<file path="src/rtl/risc_v_fetch_queue.sv">
`default_nettype none
// ============================================================================
// Module   : risc_v_fetch_queue
// Purpose  : Instruction fetch queue. A slot is allocated and tagged with its
//            PC when a fetch request is accepted. The slot is filled when its
//            in-order response returns. The head slot is presented to decode.
//            A redirect frees every slot. Responses still outstanding at that
//            point are counted and dropped when they arrive.
// Options  : define RISC_V_FQ_PERF_EN to add the FLUSH_CNT/DISCARD_CNT counters
// Revision : 1.0 - initial release
// ============================================================================
module risc_v_fetch_queue #(
  parameter int              XLEN     = 32,
  parameter int              DEPTH    = 4,
  parameter logic [XLEN-1:0] PC_RESET = '0
) (
  input  logic                     clk,
  input  logic                     reset,
  input  logic                     PCSrc,
  input  logic [XLEN-1:0]          PC_Branch,
  input  logic                     IF_ID_write,
  output logic                     imem_req,
  output logic [XLEN-1:0]          imem_addr,
  input  logic                     imem_ready,
  input  logic                     imem_rvalid,
  input  logic [31:0]              imem_rdata,
  output logic                     VALID_ID,
  output logic [XLEN-1:0]          PC_ID,
  output logic [31:0]              INSTRUCTION_ID,
  output logic [$clog2(DEPTH):0]   OCCUPANCY
`ifdef RISC_V_FQ_PERF_EN
  ,
  output logic [31:0]              FLUSH_CNT,
  output logic [31:0]              DISCARD_CNT
`endif
);

  localparam int               c_PTR_W  = $clog2(DEPTH);
  localparam int               c_CNT_W  = c_PTR_W + 1;
  localparam logic [c_CNT_W-1:0] c_DEPTH = c_CNT_W'(DEPTH);
  localparam logic [31:0]      c_NOP    = 32'h0000_0013;
  localparam logic [XLEN-1:0]  c_PC_INC = XLEN'(4);

  // Queue bookkeeping: the head index, the number of allocated slots, and the
  // number of filled slots. Filled slots are always the oldest ones, because
  // responses return in order.
  logic [XLEN-1:0]    r_fetch_pc;
  logic [c_PTR_W-1:0] r_head;
  logic [c_CNT_W-1:0] r_count;
  logic [c_CNT_W-1:0] r_filled;
  logic [c_CNT_W-1:0] r_drop;
  logic [XLEN-1:0]    r_slot_pc  [DEPTH];
  logic [31:0]        r_slot_ins [DEPTH];

  logic [c_CNT_W-1:0] w_pending;
  logic [c_CNT_W-1:0] w_inflight;
  logic               w_req;
  logic               w_alloc;
  logic               w_valid;
  logic               w_pop;
  logic               w_resp_live;
  logic               w_discard;
  logic               w_fill;
  logic [c_PTR_W-1:0] w_tail;
  logic [c_PTR_W-1:0] w_fill_idx;
  logic [c_CNT_W-1:0] w_alloc_x;
  logic [c_CNT_W-1:0] w_pop_x;
  logic [c_CNT_W-1:0] w_fill_x;
  logic [c_CNT_W-1:0] w_discard_x;

  // Requests that are accepted but have not returned yet. This counts both
  // live slots and requests that are waiting to be dropped. The total never
  // exceeds DEPTH, so it fits in the count width.
  assign w_pending   = r_count - r_filled;
  assign w_inflight  = w_pending + r_drop;

  // The reset term keeps the request low while reset is asserted, whatever
  // PCSrc does.
  assign w_req       = reset && !PCSrc && (r_count < c_DEPTH) && (w_inflight < c_DEPTH);
  assign w_alloc     = w_req && imem_ready;
  assign w_valid     = (r_filled != '0);
  assign w_pop       = w_valid && IF_ID_write && !PCSrc;

  // A response with nothing outstanding is stray and is ignored.
  assign w_resp_live = imem_rvalid && (w_inflight != '0);

  // A response is dropped when older redirects still have drops owed. It is
  // also dropped when it arrives on the same edge as a redirect.
  assign w_discard   = w_resp_live && ((r_drop != '0) || PCSrc);
  assign w_fill      = w_resp_live && !w_discard;

  assign w_tail      = r_head + r_count[c_PTR_W-1:0];
  assign w_fill_idx  = r_head + r_filled[c_PTR_W-1:0];

  assign w_alloc_x   = {{(c_CNT_W-1){1'b0}}, w_alloc};
  assign w_pop_x     = {{(c_CNT_W-1){1'b0}}, w_pop};
  assign w_fill_x    = {{(c_CNT_W-1){1'b0}}, w_fill};
  assign w_discard_x = {{(c_CNT_W-1){1'b0}}, w_discard};

  // Update the fetch PC, the queue pointers and the drop count. A redirect
  // takes priority over a pop on the same edge.
  always_ff @(posedge clk or negedge reset) begin
    if (!reset) begin
      r_fetch_pc <= PC_RESET;
      r_head     <= '0;
      r_count    <= '0;
      r_filled   <= '0;
      r_drop     <= '0;
    end else if (PCSrc) begin
      r_fetch_pc <= PC_Branch;
      r_count    <= '0;
      r_filled   <= '0;
      r_drop     <= w_inflight - w_discard_x;
    end else begin
      if (w_alloc) begin
        r_fetch_pc <= r_fetch_pc + c_PC_INC;
      end
      r_head   <= r_head + w_pop_x[c_PTR_W-1:0];
      r_count  <= r_count + w_alloc_x - w_pop_x;
      r_filled <= r_filled + w_fill_x - w_pop_x;
      if (w_discard) begin
        r_drop <= r_drop - 1'b1;
      end
    end
  end

  // Slot storage: the PC is written at allocation and the instruction is
  // written at fill. Both writes are disabled during a redirect.
  always_ff @(posedge clk or negedge reset) begin
    if (!reset) begin
      for (int i = 0; i < DEPTH; i++) begin
        r_slot_pc[i]  <= '0;
        r_slot_ins[i] <= '0;
      end
    end else begin
      if (w_alloc) begin
        r_slot_pc[w_tail] <= r_fetch_pc;
      end
      if (w_fill) begin
        r_slot_ins[w_fill_idx] <= imem_rdata;
      end
    end
  end

`ifdef RISC_V_FQ_PERF_EN
  // Event counters for redirects and dropped responses. Both wrap.
  always_ff @(posedge clk or negedge reset) begin
    if (!reset) begin
      FLUSH_CNT   <= '0;
      DISCARD_CNT <= '0;
    end else begin
      if (PCSrc) begin
        FLUSH_CNT <= FLUSH_CNT + 32'd1;
      end
      if (w_discard) begin
        DISCARD_CNT <= DISCARD_CNT + 32'd1;
      end
    end
  end
`endif

  // With the queue empty, the head slot would be the next allocation. So
  // PC_ID shows the current fetch PC in that case.
  assign imem_req       = w_req;
  assign imem_addr      = r_fetch_pc;
  assign VALID_ID       = w_valid;
  assign PC_ID          = (r_count != '0) ? r_slot_pc[r_head] : r_fetch_pc;
  assign INSTRUCTION_ID = w_valid ? r_slot_ins[r_head] : c_NOP;
  assign OCCUPANCY      = r_count;

endmodule
`default_nettype wire

</file>
<file path="config.mk">
export PLATFORM = sky130hd
export DESIGN_NAME = risc_v_fetch_queue
export DESIGN_NICKNAME = d
export VERILOG_FILES = /design/src/rtl/risc_v_fetch_queue.sv
export SDC_FILE = /design/constraint.sdc
export NUM_CORES = 1
export LEC_CHECK = 0
export BUFFER_PORTS_ARGS = -buffer_cell sky130_fd_sc_hd__buf_4
export CAP_MARGIN = 20
export CORE_ASPECT_RATIO = 1.25
export CORE_MARGIN = 8
export CORE_UTILIZATION = 53
export CTS_CLUSTER_DIAMETER = 80
export CTS_CLUSTER_SIZE = 10
export DETAILED_ROUTE_END_ITERATION = 8
export PLACE_DENSITY = 0.8
export SYNTH_ARGS = -nofsm -noshare
export SYNTH_HDL_FRONTEND = slang
export SYNTH_SLANG_ARGS = --single-unit
</file>
<file path="constraint.sdc">
create_clock -name clk -period 3.4 [get_ports clk]
set_input_delay 0.17 -clock clk [delete_from_list [all_inputs] [get_ports clk]]
set_output_delay 0.17 -clock clk [all_outputs]
set_load 0.01 [all_outputs]
</file>
==> flow_summary.yaml <==
status:
  outcome: "finished, final reports clean"
synth:
  yosysMostFrequentCell: "dfrtp_1"
  yosys-top-cells-area: "dfrtp_1, mux2_2, mux4_2"
  ys.flop_type: "dfrtp_1"
  synth_edf_count: 0
  synth.distinct_cells: 49
  synth_nets: 1108
  yosysWarnings: 0
  ys_ff_latch: 299
  yosysTopAreaCellShare_pct: 51.7
  ys_seq_area_share_pct: 51.7
  synth_top_cell_by_area: "dfrtp_1"
  syn_inst: 1020
  synthArstFlopShare_pct: 100
  ys_top_cells_by_count: "dfrtp_1, mux2_2, mux4_2"
  syn_area_per_cell_um2: 14.2
  syn_area_um2: 14500
floorplan:
  die_x_um: 164
  rows: 67
  start_util_pct: 54.0
  io-pin-count: 171
  die_area_um2: 32900
  die_y_um: 201
  coreArea_um2: 26800
worst_hold_path:
  hold_path.class: "in -> reg"
  hold_path_startpoint: "PCSrc"
cts:
  htreeDepth: 2
  clk_latency_ns: 0.51
  cts_buffer_depth: 3
  cts_buffers: 35
  root_buffer: "clkbuf_16"
  clk_pin_slew_ns: 0.06
  cts_sinks: 299
  cts_tree: "yes"
worst_setup_path:
  crit_path_end: "r_filled[2]$_DFF_PN0_"
  crit_type: "reg -> reg"
  slowest_stage: "fa_1"
  startpoint_type: "flip-flop"
  cp_num_buf_inv: 3
  reg2reg_slack_ns: 0.15
  crit_arrival_ns: 3.64
  crit_path_cell_trace: "inv_2 > fa_1 > fa_2 > xnor2_4 > xor3_2 > nand2_2 > nand3_1 > ha_1 > inv_1 > ha_1 > inv_1 > fa_1 > xnor2_1 > nor2_1"
  cp_max_fo: 4
  critPathTopFamily: "adder cells"
  crit_start: "r_drop[1]$_DFFE_PN0P_"
  cp-end-kind: "flip-flop"
  critical-path-max-stage-delay_ns: 0.52
  cp.required_ns: 3.79
  timing.rr.start: "r_drop[1]$_DFFE_PN0P_"
  reg2reg_to: "r_filled[2]$_DFF_PN0_"
  ff2ff_path_depth: 14
  path_depth: 14
sta:
  min_period_over_period_pct: 95.7
  min_period_ns: 3.25
  slew_headroom_pct: 36.4
  final_hold_viol_count: 0
  fin_skew_ns: 0.0333
  max_freq_ghz: 0.307
  slew_violations: 0
  setup_ws_ns: 0.147
  holdWs_ns: 0.127
  setup_viol: 0
  tightest_slew_ns: 0.954
global_route:
  grt_pass1_vias: 10300
  grt_max_degree: 167
  grt.total_usage_pct: 21.0
  antenna_found_initial: 2
  overflow: 0
  grt_pass1_wl_um: 55600
detailed_routing:
  firstDrtPassIters: 5
  met1_length_um: 13800
  wl_um: 34400
  route.antenna.remaining_nets: 0
  route.vias.total: 9348
  drcViolationCount: 0
  first_iter_violations: 584
  wl_met2_um: 17800
  highest_layer: "met5"
  met3_length_um: 2140
  vias_per_cell: 5.81
  wl_per_cell_um: 21.4
final_layout:
  postLayoutCoreUtil_pct: 66.5
  areaGrowthSynthToFinish_pct: 23.2
  fillers: 1865
  post-route-cell-area_um2: 17800
  drive_gt1_share_pct: 48.5
  nets: 1347
pwr:
  power_leakage_uw: 0.00841
  power_density_nw_per_um2: 857
  ir_drop_mv: 0.514
placed_design:
  dp_hpwl_um: 21500
  gp_congestion: 0.848
  pre_cts_slack_ns: 0.00479
  io_buffer_count: 170
  place_area_um2: 16200
flow_run:
  maxCapViolCount: 0
==> registers in the layout (all words and copies together), names as in the netlist <==
name and count:
r_drop 3, imem_addr 32, r_slot_ins 128, r_slot_pc 128
OCCUPANCY 3, r_head 2, r_filled 3
==> stage by stage <==
step / std cells / TNS [ns] / power (µW)
final: 1608 / 0 / 15300
after global routing: 1608 / -0.00870 / 16200
after CTS: 1604 / 0 / 15300
after detailed placement: 1499 / 0 / 12000
after global placement: 1499 / 0 / 11700
after floorplan: 1020 / 0 / 9710
==> report_power, final <==
group	leakage (µW)	internal, µW	switching [µW]
clock	0.000457	1880	1330
combinational	0.00401	3680	2850
sequential	0.00394	4690	866
==> cell type report <==
cell class | count | area, µm² | share of cell area (%)
sequential | 299 | 7490 | 42.0
multi-input combinational | 622 | 6580 | 36.9
timing repair buffer | 273 | 2290 | 12.9
clock buffer | 38 | 908 | 5.09
tap | 345 | 432 | 2.42
inverter | 28 | 105 | 0.589
clock inverter | 2 | 25.0 | 0.140
antenna | 1 | 2.50 | 0.0140
==> cells in the final DEF (no fill, tap or decap), types with 3 or more instances in the layout <==
master / Yosys / layout
xor2_1: 13 / 13
and3_1: 7 / 7
buf_12: 0 / 6
xnor2_1: 10 / 10
nor2b_1: 33 / 33
ha_1: 14 / 14
buf_4: 3 / 201
a21o_1: 3 / 3
mux4_2: 64 / 64
or2_2: 3 / 3
nor2_1: 14 / 14
a21oi_1: 10 / 10
o31a_1: 6 / 6
o21ai_0: 25 / 25
inv_2: 1 / 4
dfrtp_1: 299 / 296
a32oi_1: 3 / 3
nor4_1: 4 / 4
nand2_1: 39 / 39
o311ai_0: 4 / 4
mux2i_1: 4 / 4
nor3_1: 12 / 10
nor3b_1: 3 / 3
nand4_1: 13 / 13
a221o_1: 3 / 3
mux2_1: 11 / 11
inv_1: 27 / 24
clkbuf_16: 0 / 36
dlygate4sd3_1: 0 / 65
fa_1: 4 / 3
nand3_1: 17 / 17
mux2_2: 280 / 280
==> layer usage <==
metal | track usage, % | vias up
met1 | 26.0 | 4847
met4 | 5.17 | 2
li1 | - | 4189
met5 | 0 | -
met2 | 36.8 | 258
met3 | 4.19 | 52
==> worst reg2reg max path, delay by kind of cell (launching register included) <==
family | cells | cell delay [ns]
adders and majority gates | 5 | 1.76
xor gates and xnor gates | 3 | 0.60
DFF | 1 | 0.36
buffers and inverters | 3 | 0.16
and+or+nand+nor | 3 | 0.27
==> worst min path at each step <==
stage | slack, ns | depth (start not counted) | to
floorplan | -0.13 | 0 | OCCUPANCY[0]$_DFF_PN0_
global placement | 0.38 | 3 | imem_addr[7]$_DFFE_PN0N_
detailed placement | 0.38 | 3 | imem_addr[7]$_DFFE_PN0N_
CTS | 0.12 | 3 | OCCUPANCY[2]$_DFF_PN0_
global route | 0.14 | 3 | OCCUPANCY[2]$_DFF_PN0_
finish | 0.13 | 3 | OCCUPANCY[2]$_DFF_PN0_
==> what timing repair did <==
item | CTS | global route
hold endpoints to repair | 222 | 0
hold buffers | 65 | 0
setup endpoints to repair | 0 | 9
gates resized for setup | 0 | 2
buffers inserted | 0 | 3
==> logic make-up after synthesis <==
kind of cell | Yosys count | share of synthesized area [%]
AND/OR/NAND/NOR | 158 | 6.01
multiplexers | 359 | 32.9
adder cells (fa/ha/maj) | 18 | 1.76
XOR/XNOR | 27 | 1.90
flip-flops | 299 | 51.7
AO/OA/AOI/OAI | 60 | 2.67
buffers and inverters | 99 | 3.14
Note: power is estimated with default switching activity, not from simulation.
